### config.mk
export PLATFORM = sky130hd
export DESIGN_NAME = xarb_ctrl
export DESIGN_NICKNAME = d
export VERILOG_FILES = /design/src/rtl/xarb_pkg.sv /design/src/rtl/xarb_rr2.sv /design/src/rtl/xarb_ctrl.sv
export SDC_FILE = /design/constraint.sdc
export NUM_CORES = 1
export LEC_CHECK = 0
export ABC_AREA = 1
export CORE_MARGIN = 5
export CORE_UTILIZATION = 49
export DETAILED_ROUTE_END_ITERATION = 6
export PLACE_DENSITY = 0.84
export REMOVE_ABC_BUFFERS = 1
export SLEW_MARGIN = 40
export SYNTH_ARGS = -nofsm -noshare
export SYNTH_HDL_FRONTEND = slang
export SYNTH_SLANG_ARGS = --single-unit
### constraint.sdc
create_clock -name clk -period 2.4 [get_ports clk]
set_clock_uncertainty 0.1 [all_clocks]
set_input_delay 0.24 -clock clk [delete_from_list [all_inputs] [get_ports clk]]
set_output_delay 0.24 -clock clk [all_outputs]
set_load 0.01 [all_outputs]
### src/rtl/xarb_pkg.sv
// Shared types and helpers for the two-requester arbitrated result slot.
// Holds the default widths, the slot state encoding and the result bit format.
package xarb_pkg;

    localparam int DW_DEF = 4;
    localparam int CW_DEF = 8;

    typedef enum logic {
        IDLE = 1'b0,
        HOLD = 1'b1
    } state_t;

    // Result format: every odd bit carries the AND-reduction, every even bit is zero.
    function automatic logic fmt_bit(input logic r, input int idx);
        return r && (idx % 2 == 1);
    endfunction

endpackage

### src/rtl/xarb_rr2.sv
// Two-way round-robin grant. The pointer remembers the last granted requester
// and moves only when the caller reports an accepted transfer.
module xarb_rr2 (
    input  logic       clk,
    input  logic       rst_n,
    input  logic [1:0] req,
    input  logic       advance,
    output logic [1:0] gnt
);

    logic last_p1;

    // Reset value 1 makes requester 0 win the first tie.
    always_ff @(posedge clk or negedge rst_n) begin
        if (!rst_n)
            last_p1 <= 1'b1;
        else if (advance)
            last_p1 <= gnt[1];
    end

    always_comb begin
        gnt = req;
        if (req == 2'b11)
            gnt = last_p1 ? 2'b01 : 2'b10;
    end

endmodule

### src/rtl/xarb_ctrl.sv
// Arbitrated single-entry result slot: two requesters compete for one
// registered result; each accepted operand is reduced, formatted and counted.
module xarb_ctrl
    import xarb_pkg::*;
#(
    parameter int DW = DW_DEF,
    parameter int CW = CW_DEF
) (
    input  logic          clk,
    input  logic          rst_n,
    input  logic          a0_valid,
    input  logic [DW-1:0] a0,
    output logic          a0_ready,
    input  logic          a1_valid,
    input  logic [DW-1:0] a1,
    output logic          a1_ready,
    output logic [DW-1:0] reg_out,
    output logic          res_valid,
    output logic          res_id,
    input  logic          res_ready,
    output logic [CW-1:0] cnt0,
    output logic [CW-1:0] cnt1
);

    logic [1:0]    req;
    logic [1:0]    gnt;
    logic [1:0]    rdy;
    logic          slot_free;
    logic          accept;
    state_t        state_p1;
    state_t        state_nxt;
    logic [DW-1:0] opnd;
    logic [DW-1:0] fmt_data;
    logic [DW-1:0] data_p1;
    logic          id_p1;
    logic [CW-1:0] cnt0_p1;
    logic [CW-1:0] cnt1_p1;

    assign req = {a1_valid, a0_valid};

    xarb_rr2 u_rr (
        .clk     (clk),
        .rst_n   (rst_n),
        .req     (req),
        .advance (accept),
        .gnt     (gnt)
    );

    // Ready depends only on registered state, requester valids and res_ready.
    always_comb begin
        state_nxt = state_p1;
        slot_free = (state_p1 == IDLE) || res_ready;
        rdy       = gnt & {2{slot_free & rst_n}};
        accept    = |rdy;
        if (accept)
            state_nxt = HOLD;
        else if (res_ready)
            state_nxt = IDLE;
    end

    always_comb begin
        opnd = gnt[1] ? a1 : a0;
        for (int i = 0; i < DW; i++)
            fmt_data[i] = fmt_bit(&opnd, i);
    end

    always_ff @(posedge clk or negedge rst_n) begin
        if (!rst_n)
            state_p1 <= IDLE;
        else
            state_p1 <= state_nxt;
    end

    // ---- result / count stage (p1) ----
    always_ff @(posedge clk or negedge rst_n) begin
        if (!rst_n) begin
            data_p1 <= '0;
            id_p1   <= 1'b0;
            cnt0_p1 <= '0;
            cnt1_p1 <= '0;
        end else if (accept) begin
            data_p1 <= fmt_data;
            id_p1   <= gnt[1];
            if (gnt[1])
                cnt1_p1 <= cnt1_p1 + CW'(1);
            else
                cnt0_p1 <= cnt0_p1 + CW'(1);
        end
    end

    assign a0_ready  = rdy[0];
    assign a1_ready  = rdy[1];
    assign reg_out   = data_p1;
    assign res_valid = (state_p1 == HOLD);
    assign res_id    = id_p1;
    assign cnt0      = cnt0_p1;
    assign cnt1      = cnt1_p1;

endmodule
======== Yosys cells after proc, flatten, opt, wreduce, memory -nomap -nowiden ========
Index checks and enable logic that the tools add are counted.
storage, ports and cells
  word-level logic and storage cells ...... 24
  bits in latches ......................... 0
  memories ................................ 0
  flip-flop bits (word level) ............. 20
  output and inout port bits .............. 24
  input port bits ......................... 13
  bits in writable memories ............... 0
  ROM bits ................................ 0
operators by class
  bitwise gates (word level) .............. 4
  div/mod/pow operators ................... 0
  muxes and demuxes ....................... 5
  equality and inequality tests ........... 1
  reduce and logical (&&, ||, !) cells .... 6
  multipliers ............................. 0
  magnitude comparators ................... 0
  add/subtract/negate cells ............... 2
  shifts and indexed selects .............. 0
operators by type and width
  kind                                                            number
  8-bit by 1-bit adder with 8-bit output (second input constant)  2
  2-bit two-way mux                                               2
  4-bit two-way mux                                               1
  2-bit AND reduction                                             2
  4-bit AND reduction                                             1
  2-bit AND                                                       1
  2-bit == test (second input constant)                           1
  1-bit two-way mux                                               2
  1-bit inverter                                                  2
  2-bit nonzero test                                              1
  2-bit OR reduction                                              1
  1-bit AND                                                       1
  1-bit logical OR                                                1

======== Depth between registers and ports, before layout ========
  word-level depth ........................ 6
  gate-level depth with buffers ........... 8
  mapped depth without buffers ............ 8

======== Modules after synthesis ========
Synthesis repeated with hierarchy kept, for this count alone.
unflattened totals
  cell total of the unflattened synthesis .. 154
  area total of the unflattened synthesis .. 1121.1 um2
by module, submodules not included
  module     sequential area each (um2)  times used  cells an instance  area each (um2)
  xarb_ctrl  475.5                       1           145                1057.3
  xarb_rr2   26.3                        1           9                  63.8

======== Worst setup path after synthesis ========
OpenSTA, ideal clock, no wires.
  kind .................................... register to register
  start point ............................. reg cnt0_p1[0], in the netlist cnt0[0]
  end point ............................... reg cnt0_p1[6], in the netlist cnt0[6]
  cell stages (with the launch flop) ...... 9
  data required time ...................... 2.184 ns
  setup time .............................. 0.116 ns
  clock period less this slack ............ 1.266 ns
  data arrival time ....................... 1.050 ns
  buffers on the path ..................... 0
  path slack .............................. 1.134 ns
  cells stage by stage .................... dfrtp_1 > ha_1 > nand2_1 > nor2_1 > nand2_1 > nand2_1 > nand2_1 > nand2_1 > nand2_1
between the ends
  word-level cells in the longest chain between the ends .. 1
ends and longest elaborated chain
  item                                    line             RTL
  from (decl)                             xarb_ctrl.sv:36  logic [CW-1:0] cnt0_p1;
  from (signal assigned)                  xarb_ctrl.sv:87  cnt0_p1 <= cnt0_p1 + CW'(1);
  8-bit by 1-bit adder with 8-bit output  xarb_ctrl.sv:87
Every way passes these cells.
A chain may end at the register's enable or synchronous reset.

======== Worst setup path after layout ========
  start point ............................. in a1_valid
  end point ............................... out a1_ready
between the ends
  word-level cells in the longest chain between the ends .. 3
ends and longest elaborated chain
  item                   line             RTL
  from (decl)            xarb_ctrl.sv:14  input logic a1_valid,
  2-bit == test          xarb_rr2.sv:23   if (req == 2'b11)
  2-bit two-way mux (*)  xarb_rr2.sv:23
  2-bit AND (*)          xarb_ctrl.sv:53  rdy = gnt & {2{slot_free & rst_n}};
  to (decl)              xarb_ctrl.sv:16  output logic a1_ready,
Mark *: on every way between the ends. The rest lies on a longest branch, timed or not.

==> run metrics <==
register area share after synthesis 43.3%; core area 2230 µm²; top_reg_cell synth dfrtp_1; ant diodes 0; CTS Root Buffer Type clkbuf_4; status finished clean; first drt pass iteration count 4; critical-path cell list clkdlybuf4s50_1 > nand2_2 > nor2_4 > clkdlybuf4s50_1; asr flop ratio synth 100%; final setup vio count 0; EDFF count, synth 0; Area growth syn-to-layout 33.9%; die height ~59 µm; vias in the first global route roughly 1k; Max H-tree Level 1; routed vias/inst 4.87; Sum Neg Setup Slack 0 ns; sequential cell fraction of total power roughly 45%; Post-CTS Repair Setup Buffers 0; Clock Power Share ~16%; die area roughly 3400 µm²; crit path time final around 1.9 ns; clock tree buffer depth 2; post-route clock period utilization between 80% and 90%; wire length of the first global-routing pass between 4000 and 5000 µm; # resized after CTS 0; Clk pin slew, worst setup/hold paths around 0.11 ns; max incr delay on CP 0.58 ns; VDD IR max 0.000635 V; CTS tree yes; FP Rows 17; required time worst endpoint around 2.1 ns; gp weighted congestion 0.845; largest net degree at the start of global routing 23; Sinks on Clock Net 20; post-route ant nets 0; Comb pwr share roughly two fifths; Final Hold Viols 0; global-route usage over all layers between 10% and 20%; initial DRC count 15; Int Pwr around 0.78 mW; max-cap check violation count 0; worst-path cell with the longest stage delay clkdlybuf4s50_1; Post-Syn Area between 1000 and 1500 µm²; Hold Path Class in2async; CTS buffer count 3; Power per Cell Area a little under 800 nW/µm²; number of library cell types mapped by synthesis 24; NumNets Final 204; # DRC 0; Vias 1051; Yosys reg bits 20; cts hold-fix bufs 0; remaining global-route overflow 0; static leakage 0.750 nW; Clock Latency Late Sink about 0.29 ns; WL final roughly 2500 µm; Fillers 192; Syn Area/Cell 7.68 µm²; Die W about 59 µm; max-slew violation count 0; routed len/inst approximately 12 µm; WS Path Type in2out; antenna violations before repair 0; # placed instances approximately 210; Worst Setup Start Kind input port; fin util approximately 70%; Critical Path AT about 1.6 ns; Initial Util between 50% and 60%; warnings from Yosys 0; Synth Instances around 150; Peak Freq just over 500 MHz; switching share of power a little over a third; Final HPWL DP between 1500 and 2000 µm; IO Count 37; PortBufs 34; most frequent CP cell clkdlybuf4s50_1; crit-path max FO 5; proportion of layout cells with a drive suffix above 1 slightly above 10%; Net Sw Power 0.443 mW; Critical Path End Type output port; RSZ-0062 raised after global routing false; final std cells w/o fill 216
-- cells in the final DEF (no fill, tap or decap), types with 3 or more instances in the layout --
cell | Yosys | layout
clkbuf_4 | 0 | 3
nand2_2 | 3 | 3
nor2_1 | 9 | 9
nand3_1 | 12 | 12
xor2_1 | 4 | 4
inv_1 | 14 | 14
clkdlybuf4s50_1 | 0 | 34
nand2_1 | 66 | 66
dfrtp_1 | 19 | 19
buf_4 | 4 | 3
-- final timing paths --
kind	startpoint	endpoint	slack, ns	depth (start not counted)
min in group clk	res_id	res_id	0.42	2
max	a1_valid	a1_ready	0.46	4
max in group asynchronous	rst_n	u_rr.last_p1	1.65	2
min	rst_n	cnt1[3]	0.28	2
max reg2reg	u_rr.last_p1	reg_out[1]	0.91	5
min reg2reg	res_id	res_id	0.42	2
-- cells by family after synthesis --
group           after synthesis  share of synthesized area, %
simple gates                 99                          38.6
flops                        20                          43.3
buf+inv                      19                          8.41
xor+xnor                      6                          5.18
compound gates                4                          2.05
fa+ha+maj                     2                          2.16
other cells                   1                         0.323
-- layout make-up --
class | instances | area, µm² | share of cell area, %
multi-input combinational | 113 | 564 | 36.3
sequential | 20 | 502 | 32.3
timing repair buffer | 37 | 363 | 23.4
inverter | 14 | 52.6 | 3.38
clock buffer | 4 | 36.3 | 2.34
tap | 28 | 35.0 | 2.26
-- metrics by stage --
step                      instance area, µm²  total power, mW  setup slack [ns]  hold WS [ns]
final                                   1550             1.22             0.456         0.279
after CTS                               1550             1.23             0.444         0.281
after global placement                  1520             1.01             0.456         0.376
after floorplan                         1120            0.769              1.09        -0.156
after detailed placement                1520             1.04             0.434         0.403
after global routing                    1550             1.31             0.400         0.305
-- sequential cells by signal, indices dropped and copies added, names as in the netlist --
register      cells
cnt0              8
cnt1              8
reg_out           1
res_id            1
res_valid         1
u_rr.last_p1      1
-- Yosys cell counts, types with 2 or more instances --
| cell | instances | area (µm²) |
|---|---|---|
| nand2_2 | 3 | 18.8 |
| nor2_4 | 2 | 22.5 |
| o21ai_0 | 2 | 10.0 |
| nand3_1 | 12 | 60.1 |
| inv_1 | 14 | 52.6 |
| nand4_1 | 2 | 12.5 |
| buf_4 | 4 | 30.0 |
| xor2_1 | 4 | 35.0 |
| nor2_1 | 9 | 33.8 |
| nand2_1 | 66 | 248 |
| ha_1 | 2 | 25.0 |
| dfrtp_1 | 19 | 475 |
-- worst max-delay path: cells and delay by family --
| family | cells | cell delay (ns) |
|---|---|---|
| buffers and inverters | 2 | 1.13 |
| AND/OR/NAND/NOR | 2 | 0.24 |
-- power groups by stage --
stage / combinational [mW] / sequential [mW] / clock [mW]
global route: 0.537 / 0.561 / 0.212
finish: 0.484 / 0.544 / 0.190
floorplan: 0.204 / 0.565 / 0
detailed placement: 0.491 / 0.546 / 0
CTS: 0.491 / 0.542 / 0.195
global placement: 0.472 / 0.542 / 0
-- per-layer routing --
metal  vias to the layer above  routed length [µm]  track usage [%]
met5                         -                   0                0
met1                       487                1090             19.2
met4                         0                  17             4.85
met2                        27                1270             26.8
met3                         2                 138             2.85
li1                        535                   -                -
(Power assumes the default switching activity.)
